## src/rtl/uart_tx_frame.sv

```systemverilog
// UART transmitter: start bit, DATA_WIDTH data bits LSB first, optional parity, stop bit.
// One frame bit per clk; tx_out and busy come straight from flops.
module uart_tx_frame #(
  parameter int DATA_WIDTH = 8
) (
  input  logic                  clk,
  input  logic                  rst,
  input  logic [DATA_WIDTH-1:0] p_data,
  input  logic                  data_valid,
  input  logic                  par_en,
  input  logic                  par_typ,
  output logic                  tx_out,
  output logic                  busy
);

  localparam int CNT_W = $clog2(DATA_WIDTH + 1);
  localparam logic [CNT_W-1:0] LAST_BIT = CNT_W'(DATA_WIDTH - 1);

  typedef enum logic [2:0] {
    IDLE   = 3'd0,
    START  = 3'd1,
    DATA   = 3'd2,
    PARITY = 3'd3,
    STOP   = 3'd4
  } state_t;

  // Handshake: a word is accepted on any posedge where state is IDLE and
  // data_valid is 1; there is no ready output, busy=0 means the next edge can accept.
  state_t                state;
  state_t                state_next;
  logic [DATA_WIDTH-1:0] shift_reg;
  logic [DATA_WIDTH-1:0] shift_next;
  logic [CNT_W-1:0]      bit_cnt;
  logic [CNT_W-1:0]      cnt_next;
  logic                  par_bit;
  logic                  par_bit_next;
  logic                  par_en_q;
  logic                  par_en_next;
  logic                  tx_next;
  logic                  busy_next;

  always_ff @(posedge clk or negedge rst) begin
    if (!rst) begin
      state     <= IDLE;
      shift_reg <= '0;
      bit_cnt   <= '0;
      par_bit   <= 1'b0;
      par_en_q  <= 1'b0;
      tx_out    <= 1'b1;
      busy      <= 1'b0;
    end else begin
      state     <= state_next;
      shift_reg <= shift_next;
      bit_cnt   <= cnt_next;
      par_bit   <= par_bit_next;
      par_en_q  <= par_en_next;
      tx_out    <= tx_next;
      busy      <= busy_next;
    end
  end

  always_comb begin
    state_next   = state;
    shift_next   = shift_reg;
    cnt_next     = bit_cnt;
    par_bit_next = par_bit;
    par_en_next  = par_en_q;
    tx_next      = 1'b1;
    busy_next    = 1'b1;

    case (state)
      IDLE: begin
        if (data_valid) begin
          state_next   = START;
          shift_next   = p_data;
          par_bit_next = (^p_data) ^ par_typ;
          par_en_next  = par_en;
        end
      end
      START: begin
        state_next = DATA;
        cnt_next   = '0;
      end
      DATA: begin
        if (bit_cnt == LAST_BIT) begin
          state_next = par_en_q ? PARITY : STOP;
        end else begin
          cnt_next = bit_cnt + 1'b1;
        end
      end
      PARITY:  state_next = STOP;
      STOP:    state_next = IDLE;
      default: state_next = IDLE;
    endcase

    // Outputs are decoded from the next state so the flops show the bit of the state being entered.
    case (state_next)
      IDLE:  busy_next = 1'b0;
      START: tx_next   = 1'b0;
      DATA: begin
        tx_next    = shift_reg[0];
        shift_next = shift_reg >> 1;
      end
      PARITY:  tx_next = par_bit;
      default: tx_next = 1'b1;
    endcase
  end

endmodule

```

## config.mk

```make
export PLATFORM = sky130hd
export DESIGN_NAME = uart_tx_frame
export DESIGN_NICKNAME = d
export VERILOG_FILES = /design/src/rtl/uart_tx_frame.sv
export SDC_FILE = /design/constraint.sdc
export NUM_CORES = 1
export LEC_CHECK = 0
export ABC_AREA = 0
export BUFFER_PORTS_ARGS = -buffer_cell sky130_fd_sc_hd__buf_2
export CAP_MARGIN = 20
export CORE_MARGIN = 2
export CORE_UTILIZATION = 35
export DETAILED_ROUTE_END_ITERATION = 6
export SYNTH_ARGS = -nofsm -noshare
export SYNTH_HDL_FRONTEND = slang
export SYNTH_SLANG_ARGS = --single-unit
```

## constraint.sdc

```tcl
create_clock -name clk -period 1.8 [get_ports clk]
set_clock_uncertainty 0.2 [all_clocks]
set_input_delay 0.45 -clock clk [delete_from_list [all_inputs] [get_ports clk]]
set_output_delay 0.45 -clock clk [all_outputs]
set_load 0.03 [all_outputs]
```

==> results of run 1 <==
## cells by family after synthesis
group | synth area share (%)
adder cells (fa/ha/maj) | 1.169
multiplexers | 19.88
flip-flops | 44.56
AND/OR/NAND/NOR | 11.46
XOR/XNOR | 7.017
buffers and inverters | 3.508
AO/OA/AOI/OAI | 12.40
## synthesized netlist by cell type, types with 2 or more instances
master	instances	area [µm²]
xnor2_1	5	43.79
a41o_1	2	20.02
inv_1	2	7.510
o21ai_0	7	35.03
mux2_2	10	112.6
buf_6	2	22.52
mux2_4	6	90.09
nand2_1	3	11.26
a21oi_1	4	20.02
dfrtp_1	18	450.4
nor2_1	6	22.52
a32oi_1	2	17.52
and2b_1	2	15.01
## repair_timing
item / in CTS / in global routing
endpoints found under the setup margin: 0 / 7
resized for setup: 0 / 4
buffers inserted: 0 / 6
hold endpoints to repair: 18 / 0
hold buffers: 1 / 0
## routing by layer
layer	part of all wire (%)	up-vias
li1	-	403
met1	44	403
met2	50	17
met3	4.6	5
met4	1.0	0
met5	0	-
## through the flow
step	power, W	TNS (ns)	worst slack [ns]	utilization [%]
2_1_floorplan	0.001549	0	0.009074	-
3_3_place_gp	0.001796	-0.02648	-0.02648	41.97
3_5_place_dp	0.001832	-0.05725	-0.05725	41.97
4_1_cts	0.002069	0	0.0008428	43.24
5_1_grt	0.002376	-0.002396	-0.002396	45.21
6_report	0.002215	0	0.06199	45.21
## power groups by stage
stage / registers, W / logic, W / clock network (W)
floorplan: 0.000784 / 0.000765 / 0
global placement: 0.000752 / 0.00104 / 0
detailed placement: 0.000757 / 0.00108 / 0
CTS: 0.000749 / 0.00108 / 0.000239
global route: 0.000771 / 0.00135 / 0.000255
finish: 0.000746 / 0.00124 / 0.000232
## worst paths after layout
check | from | to | slack [ns] | depth (start not counted)
max in group asynchronous | rst | tx_out | 0.66 | 2
setup reg to reg | bit_cnt[0] | shift_reg[1] | 0.06 | 6
setup / recovery | bit_cnt[0] | shift_reg[1] | 0.06 | 6
hold reg to reg | shift_reg[4] | shift_reg[3] | 0.31 | 1
min in group asynchronous | rst | bit_cnt[2] | 0.39 | 2
hold / removal | par_en | par_en_q | 0.17 | 2
## worst register-to-register path: stages, from the launching register on
cell,delay [ns]
dfrtp_1,0.40
ha_2,0.20
nand3b_1,0.13
a21oi_2,0.10
nor2_4,0.12
buf_4,0.15
mux2_2,0.33
## layout make-up
class	count	area share, %
Sequential cell	19	35.41
Clock buffer	3	1.673
Timing Repair Buffer	33	16.26
Tap cell	33	3.067
Inverter	3	0.8364
Clock inverter	1	0.3717
Multi-Input combinational cell	67	42.38
==> metrics.txt, run 1 <==
most common cell after layout, fill and taps aside dfrtp_1; H-tree lvl count 1; Die ar. 3515 µm²; Slew Limit Fails 0; IO Pins 15; WL final 2301 µm; max_cap viols 0; syn_area_per_cell 11.76 µm²; Non-Filler Instances 159; Iteration-0 DRC Markers 39; CP Capture Type flip-flop; gpl congestion 0.7915; DR vias/cell 5.208; NetSw 0.0008070 W; CP required 1.80 ns; Clock Path Buffers 2; row cnt 20; post-synthesis register bit count 19; Clk network pwr share 10.5%; global route hottest layer met2; die width 59.29 µm; final worst-path cycle share 96.56%; FILL cells 282; drt wl/cell 14.47 µm; Post-Syn Instances 91; total CTS buffers 3; combinational power share 55.9%; Synth Cell Area 1070 µm²; core footprint 2978 µm²; leakage 0.6430 nW; largest net degree at the start of global routing 20; Seq. cell area 476.7 µm²; Crit path buffers/inverters 1; pwr dens 1646 nW/µm²; Clock transition at path regs 0.12 ns; chip height 59.29 µm; Skew-Pair Late Insertion Delay 0.31 ns; ys async rst share 100.0%; Setup-failing EPs final 0; CP max stage cell dfrtp_1; Pint 0.001408 W; Top delay family on crit path flip-flops; sw frac 36.43%; Total Nets Final 141; Hold Vio Cnt, Final 0; Critical Path Max Stage Delay 0.40 ns; number of global-route vias before repair 837; hpwl dp 1516 µm; GRT Util Overall 14.13%; CTS tree built; ys flop type dfrtp_1; status completed; Arr. time, crit path 1.74 ns; Crit Path Max Fanout 4; post-route minimum period 1.738 ns; Setup crit start kind flip-flop; Worst-Margin Slew 0.4411 ns; Synthesized Nets 105; clk root buf clkbuf_4; P&R area growth vs syn 25.85%; Starting Density 35.92%; Hold Crit Class in -> reg; EDFF count, synth 0; share of layout cells above drive strength 1 47.62%; most frequent cells in the layout 18 x dfrtp_1, 17 x buf_4, 14 x buf_2, 10 x mux2_2, 7 x o21ai_0; ANT nets after route 0; WHS 0.1747 ns; DR vias 828; global-route wire length before repair 3691 µm; final routed DRC violation total 0; routing usage on met1 17.03%; Achievable Freq 575.4 MHz; met2 Use GR 23.08%; synth warn 0; Synth cell types 35; initial antenna violation count 0; met3 usage 5.022%; Antenna Cells 0; worst-path cell chain ha_2 -> nand3b_1 -> a21oi_2 -> nor2_4 -> buf_4 -> mux2_2; Port Buffers 14; Flop pwr share 33.7%; Rel. slew slack 70.59%; maximum vdd ir drop 0.6759 mV; Final Instance Area 1346 µm²; sequential share of the synthesized area 44.56%; clk sinks 19; dpl cell area 1250 µm²; max FFs per register 8; DP Cell Count 147; CP Class reg -> reg; multi-input logic area 570.5 µm²; first-pass detailed-route iteration total 4; global route overflow 0
No activity file was read; power rests on OpenSTA's default activity.
==> run 2, diff against run 1 <==
--- a/config.mk
+++ b/config.mk
@@ -5,7 +5,7 @@
 export SDC_FILE = /design/constraint.sdc
 export NUM_CORES = 1
 export LEC_CHECK = 0
-export ABC_AREA = 0
+export ABC_AREA = 1
 export BUFFER_PORTS_ARGS = -buffer_cell sky130_fd_sc_hd__buf_2
 export CAP_MARGIN = 20
 export CORE_MARGIN = 2
==> run 2 against run 1 <==
Non-clock buffer count down 16. Die area down 5.7%. Core utilization down 2.9 points. Register-to-register slack better by 0.03 ns. Area after synthesis down 6.1%. Critical path type unchanged. Critical endpoint is now busy. Largest cell class is now flip-flops and latches.
==> metrics.txt, run 2 <==
clk sinks 19 (unchanged); Port Buffers 14 (unchanged); WHS 0.1495 ns (-0.02525 ns); global route overflow 0 (unchanged); Setup-failing EPs final 0 (unchanged); Synth Cell Area 1005 µm² (-6.1%); Hold Vio Cnt, Final 0 (unchanged); Die ar. 3315 µm² (-5.7%); P&R area growth vs syn 15.19%; mux cell area share after synthesis 0% (-20 points); worst min-delay path startpoint par_en; Arr. time, crit path 1.68 ns (-0.06 ns); EDFF count, synth 0 (unchanged); most common cell after layout, fill and taps aside nand2_1; pwr dens 1522 nW/µm² (-7.5%); H-tree lvl count 1 (unchanged); crit path from bit_cnt[0]; syn_area_per_cell 8.103 µm² (-31%); Post-Synth Simple-Gate Area 31.63% (+20 points); Fin Setup TNS 0 ns (unchanged); flop-to-flop setup slack 0.1 ns (+0.03 ns); Synth top area share 44.83% (+2.7 points); CP Class reg -> reg; total CTS buffers 3 (unchanged); CTS tree built; die width 57.58 µm (-2.9%); first-pass detailed-route iteration total 4 (unchanged); adder-cell share of the synthesized area 1.245% (+0.076 points); dpl cell area 1114 µm² (-11%); IO Pins 15 (unchanged); max_cap viols 0 (unchanged); Post-Syn Instances 124 (+36%); Critical Path Max Stage Delay 0.39 ns (about the same); r2r startpoint bit_cnt[0]; Setup crit end busy; Antenna Cells 0 (unchanged); leakage 0.6355 nW (-1.2%); global-route wire length before repair 3249 µm (-12%); Iteration-0 DRC Markers 14 (-64%); Synthesized Nets 138 (+31%); chip height 57.58 µm (-2.9%); initial antenna violation count 0 (unchanged); DR vias/cell 4.771 (-8.4%); post-synthesis register bit count 19 (unchanged); final routed DRC violation total 0 (unchanged); ANT nets after route 0 (unchanged); dominant cells by area after synthesis dfrtp_1 45%, nand2_1 18%, inv_1 6.4%, o211ai_1 4.5%, nand3_1 4.0%; CP Capture Type flip-flop; WL final 1893 µm (-18%); CP max stage cell dfrtp_1; maximum vdd ir drop 0.7453 mV (+10%); Total Nets Final 159 (+13%); drt wl/cell 10.82 µm (-25%); Hold Crit Class in -> reg; core footprint 2734 µm² (-8.2%); row cnt 19 (-5.0%); dpl ws 0.09020 ns (+0.1474 ns); DR vias 835 (+0.85%); synth warn 0 (unchanged); Worst Setup Slack, final 0.09603 ns (+0.03404 ns); Achievable Freq 586.9 MHz (+2.0%); ys async rst share 100.0% (unchanged); most common library cells after synthesis 47 x nand2_1, 18 x dfrtp_1, 17 x inv_1, 8 x nand3_1, 6 x o211ai_1; post-synthesis compound-gate area fraction 10.09% (-2.3 points); most numerous cell in the Yosys netlist nand2_1; Worst-Margin Slew 0.4170 ns (-0.02410 ns); Rel. slew slack 72.20% (+1.6 points); status completed; largest area contributor in the netlist dfrtp_1; Top delay family on crit path simple AND/OR/NAND/NOR gates; max FFs per register 8 (unchanged); Setup crit start kind flip-flop; share of layout cells above drive strength 1 21.53% (-26 points); post-synthesis xor/xnor area fraction 1.743% (-5.3 points); Slew Limit Fails 0 (unchanged); final worst-path cycle share 94.67% (-1.9 points); number of global-route vias before repair 795 (-5.0%); Clock transition at path regs 0.11 ns (about the same); post-route minimum period 1.704 ns (-0.03404 ns); Skew-Pair Late Insertion Delay 0.29 ns (-0.02 ns); CP most frequent cell nor2_4; Final Instance Area 1157 µm² (-14%); most frequent cells in the layout 47 x nand2_1, 18 x dfrtp_1, 17 x inv_1, 14 x buf_2, 8 x nand3_1; FF-to-FF path depth 7 (+1); ys flop type dfrtp_1; sequential share of the synthesized area 47.45% (+2.9 points); reg2reg end busy; Crit path buffers/inverters 0 (-1); WP depth 7 (+1); Crit Path Max Fanout 10 (+6); Clock Path Buffers 2 (unchanged); gpl congestion 0.6994 (-12%); Synth cell types 23 (-34%); GRT Util Overall 12.54% (-1.6 points); post-CTS resize count 0 (unchanged); hpwl dp 1508 µm (-0.54%); Starting Density 36.75% (+0.83 points); largest net degree at the start of global routing 20 (unchanged); CP required 1.78 ns (-0.02 ns); largest family of logic cells by synthesized area simple AND/OR/NAND/NOR gates; worst-path cell chain ha_1 -> nand2_2 -> nor2_4 -> nor2_4 -> nor2_8 -> nand3_2 -> or2_1; clk root buf clkbuf_4; FILL cells 271 (-3.9%)
==> run 2: changes by cell type after synthesis, moves of 7 or more <==
cell	previous run	this run
o21ai_0	7	0
mux2_2	10	0
inv_1	2	17
nand2_1	3	47
nand3_1	1	8
==> run 2: area by class of cell <==
class | instances | area (µm²) | share of cell area [%]
Sequential cell | 19 | 476.7 | 41.19
Multi-Input combinational cell | 85 | 449.2 | 38.81
Timing Repair Buffer | 17 | 95.09 | 8.216
Inverter | 19 | 71.32 | 6.162
Tap cell | 31 | 38.79 | 3.351
Clock buffer | 4 | 26.28 | 2.270
==> run 2: metal layers <==
layer | vias to the layer above | GRT usage [%] | part of all wire [%]
met5 | - | 0 | 0
met4 | 0 | 4.983 | 0.63
met3 | 2 | 2.268 | 4.2
met2 | 17 | 21.59 | 47
met1 | 385 | 15.43 | 48
li1 | 431 | - | -
==> run 2: through the flow <==
step	util (%)	power [W]	instances
floorplan	-	0.001353	124
global placement	40.73	0.001523	169
detailed placement	40.73	0.001552	169
CTS	42.06	0.001770	174
global route	42.33	0.001899	175
finish	42.33	0.001762	175
==> run 2: cell families after synthesis <==
group,Yosys count
DFF,19
and+or+nand+nor,68
buffers and inverters,20
adders and majority gates,1
AOI/OAI and AO/OA,14
xor gates and xnor gates,2
==> run 2: tightest hold or removal path, stage by stage <==
cell and delay (ns):
buf_2 0.07, nand2_1 0.05, nand2_1 0.05
==> run 2: power by group <==
part	total (W)	leakage [nW]	switching, W	internal (W)
logic	0.000815	0.382	0.000513	0.000302
clock network	0.000210	0.0150	0.000124	0.0000861
registers	0.000737	0.238	0.000111	0.000626
total	0.00176	0.635	0.000748	0.00101
==> run 2: how the worst min path moves through the flow <==
| stage | endpoint | slack [ns] | depth (start not counted) |
|---|---|---|---|
| 3_5_place_dp | state[1] | 0.21 | 1 |
| 6_report | par_en_q | 0.15 | 3 |
| 2_1_floorplan | bit_cnt[0] | -0.05 | 0 |
| 5_1_grt | par_en_q | 0.16 | 3 |
| 4_1_cts | par_en_q | 0.15 | 3 |
| 3_3_place_gp | bit_cnt[3] | 0.21 | 1 |
==> run 2: timing repair <==
action,4_1_cts,5_1_grt
setup endpoints to repair,0,9
hold buffers,1,0
endpoints found under the hold margin,18,0
buffers inserted,0,1
==> run 3, diff against run 2 <==
--- a/config.mk
+++ b/config.mk
@@ -11,6 +11,8 @@
 export CORE_MARGIN = 2
 export CORE_UTILIZATION = 35
 export DETAILED_ROUTE_END_ITERATION = 6
+export GPL_TIMING_DRIVEN = 0
+export REMOVE_ABC_BUFFERS = 1
 export SYNTH_ARGS = -nofsm -noshare
 export SYNTH_HDL_FRONTEND = slang
 export SYNTH_SLANG_ARGS = --single-unit
==> run 3 against run 2 <==
Core utilization is 0.96 points higher. Die area stayed put. Global-route usage is 0.52 points higher. Critical path depth stayed put. Count of clock-buffer cells in the layout is 1 lower. Sequential power is 0.5% lower. Non-clock buffer count is 1 higher. Worst setup slack worse by 0.031 ns. Via count is 0.24% higher. Combinational power is 7.5% higher.
==> metrics.txt, run 3 (synthesis results as in run 2) <==
Slew Limit Fails 0 (unchanged); Achievable Freq 576.5 MHz (-1.8%); ANT nets after route 0 (unchanged); RSZ-0062 raised after global routing yes; first-pass detailed-route iteration total 4 (unchanged); combinational power share 48.1% (+1.8 points); max FFs per register 8 (unchanged); max_cap viols 0 (unchanged); Rel. slew slack 72.42% (+0.22 points); maximum vdd ir drop 1.071 mV (+44%); Crit Path Max Fanout 8 (-2); Top delay family on crit path simple AND/OR/NAND/NOR gates; IO Pins 15 (unchanged); Critical Path Max Stage Delay 0.41 ns (+0.02 ns); GRT Util Overall 13.07% (+0.52 points); final worst-path cycle share 96.36% (+1.7 points); Skew-Pair Late Insertion Delay 0.29 ns (about the same); CP max stage cell dfrtp_1; sw frac 42.38% (-0.062 points); Setup crit start kind flip-flop; CP most frequent cell nor2_4; drt wl/cell 10.92 µm (+0.96%); DP Cell Count 168 (-0.59%); total CTS buffers 3 (unchanged); clk root buf clkbuf_4; P&R area growth vs syn 17.81%; DR vias/cell 4.756 (-0.33%); FILL cells 291 (+7.4%); pwr dens 1537 nW/µm² (+0.98%); hpwl dp 1500 µm (-0.50%); Non-Filler Instances 176 (+0.57%); row cnt 19 (unchanged); leakage 0.6438 nW (+1.3%); largest net degree at the start of global routing 20 (unchanged); Total Nets Final 160 (+0.63%); Antenna Cells 0 (unchanged); Clk network pwr share 11.6% (-0.3 points); die width 57.58 µm (unchanged); global-route wire length before repair 3353 µm (+3.2%); CTS tree built; worst-path cell chain ha_2 -> nand2_2 -> nor2_4 -> nor2_4 -> nor2_8 -> nand3_2 -> or2_1; Flop pwr share 40.3% (-1.5 points); Port Buffers 14 (unchanged); gpl congestion 0.7259 (+3.8%); post-route total power 0.001820 W (+3.3%); final routed DRC violation total 0 (unchanged); chip height 57.58 µm (unchanged); Clock transition at path regs 0.11 ns (about the same); Setup-failing EPs final 0 (unchanged); core footprint 2734 µm² (unchanged); Pint 0.001049 W (+3.4%); DR vias 837 (+0.24%); share of layout cells above drive strength 1 24.14% (+2.6 points); Hold Crit Class in -> reg; post-route minimum period 1.735 ns (+0.03058 ns); dpl ws 0.08917 ns (-0.001029 ns); CP required 1.79 ns (about the same); number of global-route vias before repair 827 (+4.0%); H-tree lvl count 1 (unchanged); final design utilization 43.30% (+0.96 points); Worst-Margin Slew 0.4138 ns (-0.003234 ns); NetSw 0.0007712 W (+3.1%); Crit path buffers/inverters 0 (unchanged); Arr. time, crit path 1.72 ns (+0.04 ns); Iteration-0 DRC Markers 24 (+10); CP Capture Type flip-flop; Starting Density 36.75% (unchanged); most common cell after layout, fill and taps aside nand2_1; clk sinks 19 (unchanged); global route overflow 0 (unchanged); status completed; Die ar. 3315 µm² (unchanged); Worst Setup Slack, final 0.06544 ns (-0.03058 ns); most frequent cells in the layout 47 x nand2_1, 18 x dfrtp_1, 17 x inv_1, 14 x buf_2, 7 x nand3_1; WL final 1922 µm (+1.5%); Hold Vio Cnt, Final 0 (unchanged); Clock Path Buffers 2 (unchanged); initial antenna violation count 0 (unchanged); CP Class reg -> reg
==> run 3: changes by cell type in the layout (fill, tap and decap cells not counted), sizes merged <==
cell,before,now
buf,16,17
clkbuf,4,3
clkinv,0,1
==> run 3: worst min-delay path: cells and delay by family <==
family / cells / cell delay [ns]
buffers and inverters: 1 / 0.08
and+or+nand+nor: 2 / 0.08
==> run 3: cell type report <==
type	count	area, µm²	share of cell area (%)
sequential	19	476.7	40.27
inverter	19	76.32	6.448
multi-input combinational	85	461.7	39.01
timing repair buffer	18	102.6	8.668
clock buffer	3	22.52	1.903
tap	31	38.79	3.277
clock inverter	1	5.005	0.4228
==> run 3: power groups by stage <==
stage	sequential [W]	clock (W)	combinational, W
6_report	0.000733	0.000210	0.000876
5_1_grt	0.000757	0.000235	0.00100
4_1_cts	0.000737	0.000219	0.000794
3_5_place_dp	0.000745	0	0.000790
3_3_place_gp	0.000736	0	0.000761
2_1_floorplan	0.000771	0	0.000570
==> run 3: metal layers <==
| layer | track usage [%] | part of all wire, % | vias up |
|---|---|---|---|
| met2 | 22.40 | 50 | 19 |
| li1 | - | - | 435 |
| met3 | 2.041 | 3.6 | 2 |
| met4 | 5.980 | 0.62 | 0 |
| met1 | 16.02 | 46 | 381 |
| met5 | 0 | 0 | - |
==> run 3: what timing repair did <==
action,CTS,global route
resized for setup,0,5
setup buffers,0,3
hold buffers,1,0
endpoints found under the hold margin,18,0
endpoints found under the setup margin,0,9
==> run 3: worst paths after layout <==
kind / endpoint / cells after the start / slack (ns) / from
max: busy / 7 / 0.07 / bit_cnt[0]
min reg2reg: par_bit / 2 / 0.29 / par_bit
max reg2reg: busy / 7 / 0.07 / bit_cnt[0]
min: par_en_q / 3 / 0.15 / par_en
max in group asynchronous: tx_out / 2 / 0.67 / rst
min in group asynchronous: state[0] / 2 / 0.40 / rst
==> run 3: metrics by stage <==
stage / hold slack (ns) / cell area [µm²] / TNS, ns
after detailed placement: 0.2097 / 1106 / 0
final: 0.1546 / 1184 / 0
after CTS: 0.1484 / 1144 / 0
after global routing: 0.1570 / 1184 / -0.01841
after global placement: 0.2035 / 1106 / 0
after floorplan: -0.04559 / 997.2 / 0
